<file path="config.mk">
export PLATFORM = sky130hd
export DESIGN_NAME = serial_pattern_tx_flat
export DESIGN_NICKNAME = d
export VERILOG_FILES = /design/src/rtl/serial_pattern_tx_if.sv /design/src/rtl/serial_pattern_tx.sv /design/src/flat_wrapper.sv
export SDC_FILE = /design/constraint.sdc
export NUM_CORES = 1
export LEC_CHECK = 0
export ABC_AREA = 1
export BUFFER_PORTS_ARGS = -buffer_cell sky130_fd_sc_hd__buf_4
export CAP_MARGIN = 25
export CORE_ASPECT_RATIO = 1.25
export CORE_MARGIN = 5
export CORE_UTILIZATION = 45
export DETAILED_ROUTE_END_ITERATION = 12
export PLACE_DENSITY = 0.69
export SYNTH_ARGS = -nofsm -noshare
export SYNTH_HDL_FRONTEND = slang
export SYNTH_SLANG_ARGS = --single-unit
</file>
<file path="constraint.sdc">
create_clock -name clk -period 3.5 [get_ports clk]
set_input_delay 0.35 -clock clk [delete_from_list [all_inputs] [get_ports clk]]
set_output_delay 0.35 -clock clk [all_outputs]
set_load 0.02 [all_outputs]
</file>
<file path="src/rtl/serial_pattern_tx_if.sv">
// serial_pattern_tx_if: parallel load handshake plus the serial w stream.
// master = requester/consumer side, slave = serial_pattern_tx.
interface serial_pattern_tx_if #(
  parameter int WIDTH = 8
) ();
  logic [WIDTH-1:0] data_in;
  logic             load_valid;
  logic             load_ready;
  logic             pause;
  logic             w;
  logic             w_valid;

  modport master (
    output data_in, load_valid, pause,
    input  load_ready, w, w_valid
  );

  modport slave (
    input  data_in, load_valid, pause,
    output load_ready, w, w_valid
  );
endinterface

</file>
<file path="src/rtl/serial_pattern_tx.sv">
// serial_pattern_tx: loads a WIDTH-bit word, shifts it out MSB-first on w.
// Optional run-detector model on z_expect under SERIAL_PATTERN_TX_ZMODEL_EN.
module serial_pattern_tx #(
  parameter int WIDTH = 8
) (
  input  logic               clk,
  input  logic               reset,
  serial_pattern_tx_if.slave bus,
  output logic               busy,
  output logic               done,
  output logic               Idle_state,
  output logic               Shift_state,
  output logic               Done_state
`ifdef SERIAL_PATTERN_TX_ZMODEL_EN
  ,
  output logic               z_expect
`endif
);

  localparam int CW = (WIDTH > 2) ? $clog2(WIDTH) : 1;

  typedef enum logic [2:0] {
    IDLE  = 3'b001,
    SHIFT = 3'b010,
    DONE  = 3'b100
  } state_t;

  state_t           r_state;
  logic [WIDTH-1:0] r_sr;
  logic [CW-1:0]    r_cnt;
  logic             w_load;

  assign w_load = r_state[0] & bus.load_valid;

  always_ff @(posedge clk or negedge reset) begin
    if (!reset) begin
      r_state <= IDLE;
      r_sr    <= '0;
      r_cnt   <= '0;
    end else begin
      unique case (1'b1)
        r_state[0]: begin
          if (bus.load_valid) begin
            r_sr    <= bus.data_in;
            r_cnt   <= CW'(WIDTH - 1);
            r_state <= SHIFT;
          end
        end
        r_state[1]: begin
          if (!bus.pause) begin
            if (r_cnt == '0) begin
              r_state <= DONE;
            end else begin
              r_sr  <= {r_sr[WIDTH-2:0], 1'b0};
              r_cnt <= r_cnt - 1'b1;
            end
          end
        end
        r_state[2]: r_state <= IDLE;
        default:    r_state <= IDLE;
      endcase
    end
  end

  assign Idle_state     = r_state[0];
  assign Shift_state    = r_state[1];
  assign Done_state     = r_state[2];
  assign busy           = r_state[1] | r_state[2];
  assign done           = r_state[2];
  assign bus.load_ready = r_state[0];
  // w is forced low outside SHIFT; the register keeps its last bit in DONE
  assign bus.w          = r_state[1] & r_sr[WIDTH-1];
  assign bus.w_valid    = r_state[1] & ~bus.pause;

`ifdef SERIAL_PATTERN_TX_ZMODEL_EN
  logic r_z;
  logic r_prev;
  logic r_hv;

  always_ff @(posedge clk or negedge reset) begin
    if (!reset) begin
      r_z    <= 1'b0;
      r_prev <= 1'b0;
      r_hv   <= 1'b0;
    end else if (w_load) begin
      r_z    <= 1'b0;
      r_prev <= 1'b0;
      r_hv   <= 1'b0;
    end else if (bus.w_valid) begin
      r_z    <= r_hv & (bus.w == r_prev);
      r_prev <= bus.w;
      r_hv   <= 1'b1;
    end else if (r_state[2]) begin
      r_z    <= 1'b0;
    end
  end

  assign z_expect = r_z;
`endif

endmodule

</file>
<file path="src/flat_wrapper.sv">
// flat-port wrapper written by rule: the top's interface ports become plain ports
module serial_pattern_tx_flat 
#(
  parameter int WIDTH = 8
)
  (clk, reset, busy, done, Idle_state, Shift_state, Done_state, bus_data_in, bus_load_valid, bus_pause, bus_load_ready, bus_w, bus_w_valid);
  serial_pattern_tx_if #(.WIDTH(WIDTH)) bus_i ();
  input  logic clk;
  input  logic reset;
  output logic busy;
  output logic done;
  output logic Idle_state;
  output logic Shift_state;
  output logic Done_state;
  input wire logic [$bits(bus_i.data_in)-1:0] bus_data_in;
  input wire logic [$bits(bus_i.load_valid)-1:0] bus_load_valid;
  input wire logic [$bits(bus_i.pause)-1:0] bus_pause;
  output wire logic [$bits(bus_i.load_ready)-1:0] bus_load_ready;
  output wire logic [$bits(bus_i.w)-1:0] bus_w;
  output wire logic [$bits(bus_i.w_valid)-1:0] bus_w_valid;
  assign bus_i.data_in = bus_data_in;
  assign bus_i.load_valid = bus_load_valid;
  assign bus_i.pause = bus_pause;
  assign bus_load_ready = bus_i.load_ready;
  assign bus_w = bus_i.w;
  assign bus_w_valid = bus_i.w_valid;
  serial_pattern_tx #(.WIDTH(WIDTH)) u_core (.clk(clk), .reset(reset), .bus(bus_i), .busy(busy), .done(done), .Idle_state(Idle_state), .Shift_state(Shift_state), .Done_state(Done_state));
endmodule
</file>
==> results of run 1 <==
==> logic make-up (layout without fill, tap and decap cells) <==
| group | count (synthesis) | in the layout |
|---|---|---|
| adders and majority gates | 2 | 2 |
| buffers and inverters | 17 | 34 |
| and+or+nand+nor | 80 | 80 |
| DFF | 14 | 14 |
==> sequential cells by signal, summed over array words and instances (netlist names) <==
register        count
u_core.r_sr         8
u_core.r_cnt        3
u_core.r_state      3
==> stage by stage <==
stage / instances / utilization (%) / hold WS (ns) / setup WS (ns)
2_1_floorplan: 113 / - / 0.0544 / 2.04
3_3_place_gp: 144 / 52.8 / 0.210 / 1.93
3_5_place_dp: 144 / 52.8 / 0.210 / 1.93
4_1_cts: 149 / 54.9 / 0.324 / 1.62
5_1_grt: 149 / 54.9 / 0.325 / 1.48
6_report: 149 / 54.9 / 0.330 / 1.61
==> layout make-up <==
cell class                 count  share of cell area [%]
timing repair buffer          20                    15.8
tap                           19                    2.45
clock buffer                   4                    2.71
inverter                      10                    3.88
multi-input combinational     82                    38.9
sequential                    14                    36.3
==> where the power goes <==
| group | total, mW | leakage (nW) | internal [mW] | switching (mW) |
|---|---|---|---|---|
| clock | 0.0942 | 0.0150 | 0.0442 | 0.0500 |
| sequential | 0.314 | 0.174 | 0.240 | 0.0740 |
| combinational | 0.483 | 0.386 | 0.187 | 0.296 |
==> layout by cell type (no fill, tap or decap) <==
| cell | netlist | routed |
|---|---|---|
| sky130_fd_sc_hd__nand2_1 | 57 | 57 |
| sky130_fd_sc_hd__buf_4 | 4 | 19 |
| sky130_fd_sc_hd__nand3_1 | 13 | 13 |
| sky130_fd_sc_hd__dfrtp_1 | 13 | 13 |
| sky130_fd_sc_hd__inv_1 | 9 | 9 |
| sky130_fd_sc_hd__clkbuf_4 | 0 | 3 |
| sky130_fd_sc_hd__nor2_1 | 2 | 2 |
| sky130_fd_sc_hd__nand2_2 | 2 | 2 |
| sky130_fd_sc_hd__nand3_2 | 2 | 2 |
| sky130_fd_sc_hd__ha_1 | 2 | 2 |
| sky130_fd_sc_hd__nand2_4 | 1 | 1 |
| sky130_fd_sc_hd__or2_2 | 1 | 1 |
| sky130_fd_sc_hd__inv_2 | 1 | 1 |
| sky130_fd_sc_hd__and2_4 | 1 | 1 |
| sky130_fd_sc_hd__nand4_1 | 1 | 1 |
| sky130_fd_sc_hd__clkbuf_1 | 0 | 1 |
| sky130_fd_sc_hd__dlygate4sd3_1 | 0 | 1 |
| sky130_fd_sc_hd__dfstp_2 | 1 | 1 |
==> routing by layer <==
metal / part of all wire [%] / track usage [%] / routed length [um]
met1: 48 / 15.9 / 750
met3: 7.9 / 4.11 / 124
met2: 43 / 19.0 / 673
met4: 1.8 / 7.11 / 29
met5: 0 / 0 / 0
==> worst max-delay path, delay by kind of cell, from the launching register on <==
| kind | cells | cell delay [ns] |
|---|---|---|
| and+or+nand+nor | 1 | 0.17 |
| DFF | 1 | 0.74 |
| buffers and inverters | 2 | 0.35 |
==> final timing paths <==
| check | slack [ns] | to | start |
|---|---|---|---|
| worst max-delay path | 1.61 | bus_w_valid | u_core.r_state[1] |
| worst min-delay path | 0.33 | u_core.r_state[1] | bus_load_valid |
| worst max register to register | 2.03 | u_core.r_sr[6] | u_core.r_state[1] |
| worst min register to register | 0.49 | u_core.r_cnt[1] | u_core.r_cnt[1] |
| max in group asynchronous | 2.81 | u_core.r_state[0] | reset |
| min in group asynchronous | 0.45 | u_core.r_cnt[2] | reset |
==> tab_implementation.tex, run 1 <==
\begin{tabular}{lr}
\hline
Metric & Value \\
\hline
\multicolumn{2}{l}{\textbf{Floorplanning}} \\
\quad Initial Util & 47.0\% \\
\quad Row count & 17 \\
\quad Die footprint & 2810 sq um \\
\quad Die W & 48.4 um \\
\quad Ports & 20 \\
\quad Standard cell core area & 1770 sq um \\
\quad Die H & 58.0 um \\
\multicolumn{2}{l}{\textbf{Detailed routing}} \\
\quad Vias after detailed routing & 717 \\
\quad WL final & 1.58 mm \\
\quad Routed WL per cell & 10.6 um \\
\quad Number of search-and-repair iterations in the first detailed-routing pass & 4 \\
\quad Number of nets with antenna violations after detailed routing & 0 \\
\quad Iteration-0 DRC Markers & 19 \\
\quad Vias per inst & 4.81 \\
\quad DRC viols & 0 \\
\multicolumn{2}{l}{\textbf{Timing}} \\
\quad Fin. Hold Viols & 0 \\
\quad Post-layout minimum cycle time & 1.89 ns \\
\quad Final Cycle Share & 54.0\% \\
\quad Relative slew slack & 59.2\% \\
\quad Count of pins over their slew limit & 0 \\
\quad Timing-limited maximum frequency & 529 MHz \\
\quad Final setup violation count & 0 \\
\quad Largest clock skew in the final design & 0.00511 ns \\
\quad Sum of negative setup slack & 0 ns \\
\quad Worst-margin pin slew & 0.613 ns \\
\quad Setup repair after global routing missed its margin & no \\
\multicolumn{2}{l}{\textbf{Hold path}} \\
\quad Cell depth of the worst hold path & 3 \\
\quad Class of the tightest hold or removal check & in -> reg \\
\multicolumn{2}{l}{\textbf{Cells and area}} \\
\quad Multi-input gate area in the final layout & 377 sq um \\
\quad Synth-to-layout area growth & 16.7\% \\
\quad Register area & 352 sq um \\
\quad Ratio of cells with drive above 1 in the final layout & 23.8\% \\
\quad Fill count & 171 \\
\quad Antenna cells & 0 \\
\quad Design area & 968 sq um \\
\quad Total number of nets in the final design & 145 \\
\multicolumn{2}{l}{\textbf{Logic synthesis}} \\
\quad Synthesized flop and latch total & 14 \\
\quad Distinct cell type count after synthesis & 16 \\
\quad Portion of the post-synthesis area used by sequential elements & 42.4\% \\
\quad XOR/XNOR share of the synthesized area & 0\% \\
\quad Number of enable-type register cells in the synthesized netlist & 0 \\
\quad Top cell types by occurrence after synthesis & sky130\_fd\_sc\_hd\_\_nand2\_1, sky130\_fd\_sc\_hd\_\_dfrtp\_1, sky130\_fd\_sc\_hd\_\_nand3\_1, sky130\_fd\_sc\_hd\_\_inv\_1, sky130\_fd\_sc\_hd\_\_buf\_4 \\
\quad Share of synthesized flip-flops with an asynchronous set or reset & 100\% \\
\quad Basic-gate share of the synthesized area counting and, or, nand and nor cells & 42.4\% \\
\quad Multiplexer share of the synthesized area & 0\% \\
\quad Top-count cell post-synth & sky130\_fd\_sc\_hd\_\_nand2\_1 \\
\quad Top-area cell type share of the netlist area & 39.2\% \\
\quad Main combinational cell family by area after synthesis & simple AND/OR/NAND/NOR gates \\
\quad Post-synth top flop & sky130\_fd\_sc\_hd\_\_dfrtp\_1 \\
\quad Adder-cell area share of the yosys netlist & 3.02\% \\
\quad Synth top area cells & sky130\_fd\_sc\_hd\_\_dfrtp\_1, sky130\_fd\_sc\_hd\_\_nand2\_1, sky130\_fd\_sc\_hd\_\_nand3\_1 \\
\quad Post-synthesis instance total & 113 \\
\quad Mapped Nets & 127 \\
\quad Synthesized area & 830 sq um \\
\quad Share of the synthesized area in compound gates (AO/OA/AOI/OAI) & 0\% \\
\quad Cell taking the most area after synthesis & sky130\_fd\_sc\_hd\_\_dfrtp\_1 \\
\quad Count of yosys warnings during synthesis & 0 \\
\quad Mean instance size in the synthesized netlist & 7.34 sq um \\
\multicolumn{2}{l}{\textbf{Clock network}} \\
\quad Number of buffers added for setup after CTS & 0 \\
\quad CTS clk-pin slew, worst paths & 0.08 ns \\
\quad Clock latency on the worst-skew pair & 0.28 ns \\
\quad Cell at the root of the clock tree & sky130\_fd\_sc\_hd\_\_clkbuf\_4 \\
\quad Number of instances resized during post-cts repair & 0 \\
\quad Hold-fix buffers at CTS & 1 \\
\quad CTS H-tree lvls & 1 \\
\quad Clock tree from TritonCTS & built \\
\quad Deepest clock path buffer count & 2 \\
\quad Number of buffers added by the clock tree synthesis step & 3 \\
\quad \# clock sinks & 14 \\
\multicolumn{2}{l}{\textbf{Global route}} \\
\quad GRT overflow & 0 \\
\quad First-pass GRT wire length & 2.82 mm \\
\quad Via count of the first global-routing pass & 681 \\
\quad Largest net degree at the start of global routing & 20 \\
\quad Antenna violations before repair & 0 \\
\quad Combined global-route utilization of all metal layers & 12.7\% \\
\multicolumn{2}{l}{\textbf{Critical path}} \\
\quad Worst path slowest cell & sky130\_fd\_sc\_hd\_\_dfrtp\_1 \\
\quad Cell count of the worst reg-to-reg path & 5 \\
\quad Chain of cells forming the critical path & inv\_2 -> nor2\_1 -> buf\_4 \\
\quad Kind of launch point of the worst setup path & register \\
\quad Type of the worst setup path & reg -> out \\
\quad CP arrival & 1.54 ns \\
\quad Critical Path Max Stage Delay & 0.74 ns \\
\quad Biggest fanout along the worst timing path & 19 \\
\quad Critical path capture point type & output port \\
\quad Worst Path Required & 3.15 ns \\
\multicolumn{2}{l}{\textbf{Power}} \\
\quad Total power density per cell area & 920 nW/um\^{}2 \\
\quad Total power draw & 891 uW \\
\quad Leakage & 0.575 nW \\
\quad Worst-case vdd ir drop & 336 uV \\
\multicolumn{2}{l}{\textbf{Placed design}} \\
\quad Placer Congestion & 0.799 \\
\quad Number of buffers inserted by port buffering & 19 \\
\quad Detailed Place HPWL & 1.20 mm \\
\quad Total cell area at the placement stage & 932 sq um \\
\multicolumn{2}{l}{\textbf{Job}} \\
\quad Maximum capacitance violations & 0 \\
\multicolumn{2}{l}{\textbf{Status}} \\
\quad Run status & finished clean \\
\hline
\end{tabular}
(Power assumes the default switching activity.)
==> run 2: changes to the inputs <==
clock period = 1.8 ns   (was 3.5 ns; I/O delays follow)
==> run 2 against run 1 <==
- die area did not move
- combinational power rose by 98%
- via count fell by 0.98%
- clock skew barely moved
- critical path depth did not move
- highest routed layer unchanged
- final area rose by 1.2%
- worst hold slack got worse by 0.16 ns
==> tab_implementation.tex, run 2 (synthesized netlist as in run 1, its figures left out) <==
\begin{tabular}{lr}
\hline
Metric & Value \\
\hline
\multicolumn{2}{l}{\textbf{Status}} \\
\quad Run status & finished clean \\
\multicolumn{2}{l}{\textbf{Hold path}} \\
\quad Endpoint of the worst hold-timing path & u\_core.r\_state[1] \\
\quad Launch instance of the worst min-delay path & bus\_pause \\
\quad Class of the tightest hold or removal check & in -> reg \\
\quad Cell depth of the worst hold path & 3 (unchanged) \\
\multicolumn{2}{l}{\textbf{Critical path}} \\
\quad R2R Path End & u\_core.r\_sr[1] \\
\quad Critical Path Max Stage Delay & 0.58 ns (-0.16 ns) \\
\quad Type of the worst setup path & reg -> out \\
\quad CP Buf/Inv Count & 2 (unchanged) \\
\quad Setup slack of the worst register-to-register path & 0.49 ns (-1.54 ns) \\
\quad Worst path slowest cell & sky130\_fd\_sc\_hd\_\_dfrtp\_2 \\
\quad Biggest fanout along the worst timing path & 19 (unchanged) \\
\quad Worst Path Required & 1.62 ns (-1.53 ns) \\
\quad CP arrival & 1.35 ns (-0.19 ns) \\
\quad Cell count of the worst reg-to-reg path & 7 (+2) \\
\quad Critical path capture point type & output port \\
\quad Chain of cells forming the critical path & inv\_2 -> nor2\_1 -> buf\_4 \\
\quad Origin of the critical flop-to-flop path & u\_core.r\_cnt[0] \\
\quad Kind of launch point of the worst setup path & register \\
\quad Largest delay contributor family on the critical path & flip-flops \\
\multicolumn{2}{l}{\textbf{Cells and area}} \\
\quad Largest register by flop count & u\_core.r\_sr \\
\quad Antenna cells & 0 (unchanged) \\
\quad Highest-count cells in the layout ignoring fill and taps & sky130\_fd\_sc\_hd\_\_nand2\_1, sky130\_fd\_sc\_hd\_\_buf\_4, sky130\_fd\_sc\_hd\_\_nand3\_1 \\
\quad Synth-to-layout area growth & 18.1\% \\
\quad Ratio of cells with drive above 1 in the final layout & 25.4\% (+1.5 points) \\
\quad Flip-flop count of the largest register, all copies and words added & 8 (unchanged) \\
\quad Leading cell type in the layout, fill and taps excluded & sky130\_fd\_sc\_hd\_\_nand2\_1 \\
\quad End-of-flow core utilization & 55.5\% (+0.64 points) \\
\quad Fill count & 169 (-1.2\%) \\
\quad Total number of nets in the final design & 145 (unchanged) \\
\quad Biggest regs & u\_core.r\_sr x8, u\_core.r\_cnt x3, u\_core.r\_state x3 \\
\multicolumn{2}{l}{\textbf{Clock network}} \\
\quad \# clock sinks & 14 (unchanged) \\
\quad Number of buffers added for setup after CTS & 0 (unchanged) \\
\quad CTS H-tree lvls & 1 (unchanged) \\
\quad Number of buffers added by the clock tree synthesis step & 3 (unchanged) \\
\quad Cell at the root of the clock tree & sky130\_fd\_sc\_hd\_\_clkbuf\_4 \\
\quad Clock latency on the worst-skew pair & 0.28 ns (about the same) \\
\quad Clock tree from TritonCTS & built \\
\quad CTS clk-pin slew, worst paths & 0.09 ns (about the same) \\
\quad Deepest clock path buffer count & 2 (unchanged) \\
\multicolumn{2}{l}{\textbf{Placed design}} \\
\quad Placer Congestion & 0.835 (+4.5\%) \\
\quad Detailed Place HPWL & 1.15 mm (-3.5\%) \\
\quad Number of buffers inserted by port buffering & 19 (unchanged) \\
\quad Post-Place Setup Slack & 0.294 ns (-1.64 ns) \\
\multicolumn{2}{l}{\textbf{Power}} \\
\quad Total power density per cell area & 1840 nW/um\^{}2 (+100\%) \\
\quad Worst-case vdd ir drop & 752 uV (+120\%) \\
\quad Leakage & 0.581 nW (+0.96\%) \\
\multicolumn{2}{l}{\textbf{Timing}} \\
\quad Largest clock skew in the final design & 0.00474 ns (-0.000368 ns) \\
\quad Count of pins over their slew limit & 0 (unchanged) \\
\quad Sum of negative setup slack & 0 ns (unchanged) \\
\quad Setup repair after global routing missed its margin & no \\
\quad Worst-margin pin slew & 0.340 ns (-0.272 ns) \\
\quad Relative slew slack & 77.3\% (+18 points) \\
\quad Post-layout minimum cycle time & 1.53 ns \\
\quad Timing-limited maximum frequency & 653 MHz \\
\quad Slack of the critical path & 0.269 ns (-1.34 ns) \\
\quad Fin. Hold Viols & 0 (unchanged) \\
\quad Final setup violation count & 0 (unchanged) \\
\quad Final Cycle Share & 85.0\% \\
\multicolumn{2}{l}{\textbf{Global route}} \\
\quad Combined global-route utilization of all metal layers & 12.9\% (+0.26 points) \\
\quad GRT overflow & 0 (unchanged) \\
\quad Largest net degree at the start of global routing & 20 (unchanged) \\
\quad Antenna violations before repair & 0 (unchanged) \\
\quad First-pass GRT wire length & 2.97 mm (+5.4\%) \\
\quad Via count of the first global-routing pass & 701 (+2.9\%) \\
\multicolumn{2}{l}{\textbf{Detailed routing}} \\
\quad WL final & 1.67 mm (+5.6\%) \\
\quad DRC viols & 0 (unchanged) \\
\quad Number of search-and-repair iterations in the first detailed-routing pass & 4 (unchanged) \\
\quad Iteration-0 DRC Markers & 11 (-8) \\
\quad Routed WL per cell & 11.2 um (+5.6\%) \\
\quad Vias per inst & 4.77 (-0.98\%) \\
\quad Number of nets with antenna violations after detailed routing & 0 (unchanged) \\
\quad Vias after detailed routing & 710 (-0.98\%) \\
\multicolumn{2}{l}{\textbf{Floorplanning}} \\
\quad Die H & 58.0 um (unchanged) \\
\quad Standard cell core area & 1770 sq um (unchanged) \\
\quad Initial Util & 47.0\% (unchanged) \\
\quad Ports & 20 (unchanged) \\
\quad Die W & 48.4 um (unchanged) \\
\quad Die footprint & 2810 sq um (unchanged) \\
\quad Row count & 17 (unchanged) \\
\multicolumn{2}{l}{\textbf{Job}} \\
\quad Maximum capacitance violations & 0 (unchanged) \\
\hline
\end{tabular}
## run 2: cell counts in the layout (fill, tap and decap cells not counted)
No cell type changed its count.
## run 2: timing repair
action / in CTS / in global routing
hold endpoints to repair: 14 / 0
setup endpoints to repair: 0 / 1
hold buffers: 1 / 0
gates resized for setup: 0 / 1
## run 2: worst max-delay path by stage
stage	start	endpoint	slack, ns	cells past startpoint
floorplan	u_core.r_state[1]	busy	0.51	3
global placement	u_core.r_state[1]	u_core.r_sr[1]	0.33	5
detailed placement	u_core.r_state[1]	u_core.r_cnt[0]	0.29	5
CTS	u_core.r_state[1]	bus_w_valid	0.02	3
global route	u_core.r_state[1]	bus_w_valid	0.15	3
finish	u_core.r_state[1]	bus_w_valid	0.27	3
## run 2: worst min-delay path, stage by stage
cell and delay [ns]:
sky130_fd_sc_hd__buf_4 0.10, sky130_fd_sc_hd__nand2_4 0.06, sky130_fd_sc_hd__nand3_1 0.07
## run 2: where the power goes
group,internal [mW],switching [mW]
clock,0.123,0.108
sequential,0.468,0.147
combinational,0.364,0.592
## run 2: cell type report
cell class / instances / area (sq um) / area share [%]
sequential: 14 / 353 / 36.0
tap: 19 / 23.8 / 2.43
multi-input combinational: 82 / 377 / 38.4
clock buffer: 4 / 36.3 / 3.70
timing repair buffer: 20 / 153 / 15.6
inverter: 10 / 37.5 / 3.83
## run 2: stage by stage
step / cells / hold slack (ns) / power (mW) / cell area, sq um
2_1_floorplan: 113 / -0.116 / 1.42 / 830
3_3_place_gp: 144 / 0.0419 / 1.56 / 932
3_5_place_dp: 144 / 0.0400 / 1.58 / 932
4_1_cts: 149 / 0.158 / 1.81 / 978
5_1_grt: 149 / 0.169 / 2.00 / 980
6_report: 149 / 0.168 / 1.80 / 980
## run 2: routing by layer
layer	vias up	GRT usage, %	wire [um]
met3	2	4.11	102
met4	0	5.14	6
met2	19	17.9	733
met5	-	0	0
met1	314	18.4	824
li1	375	-	-
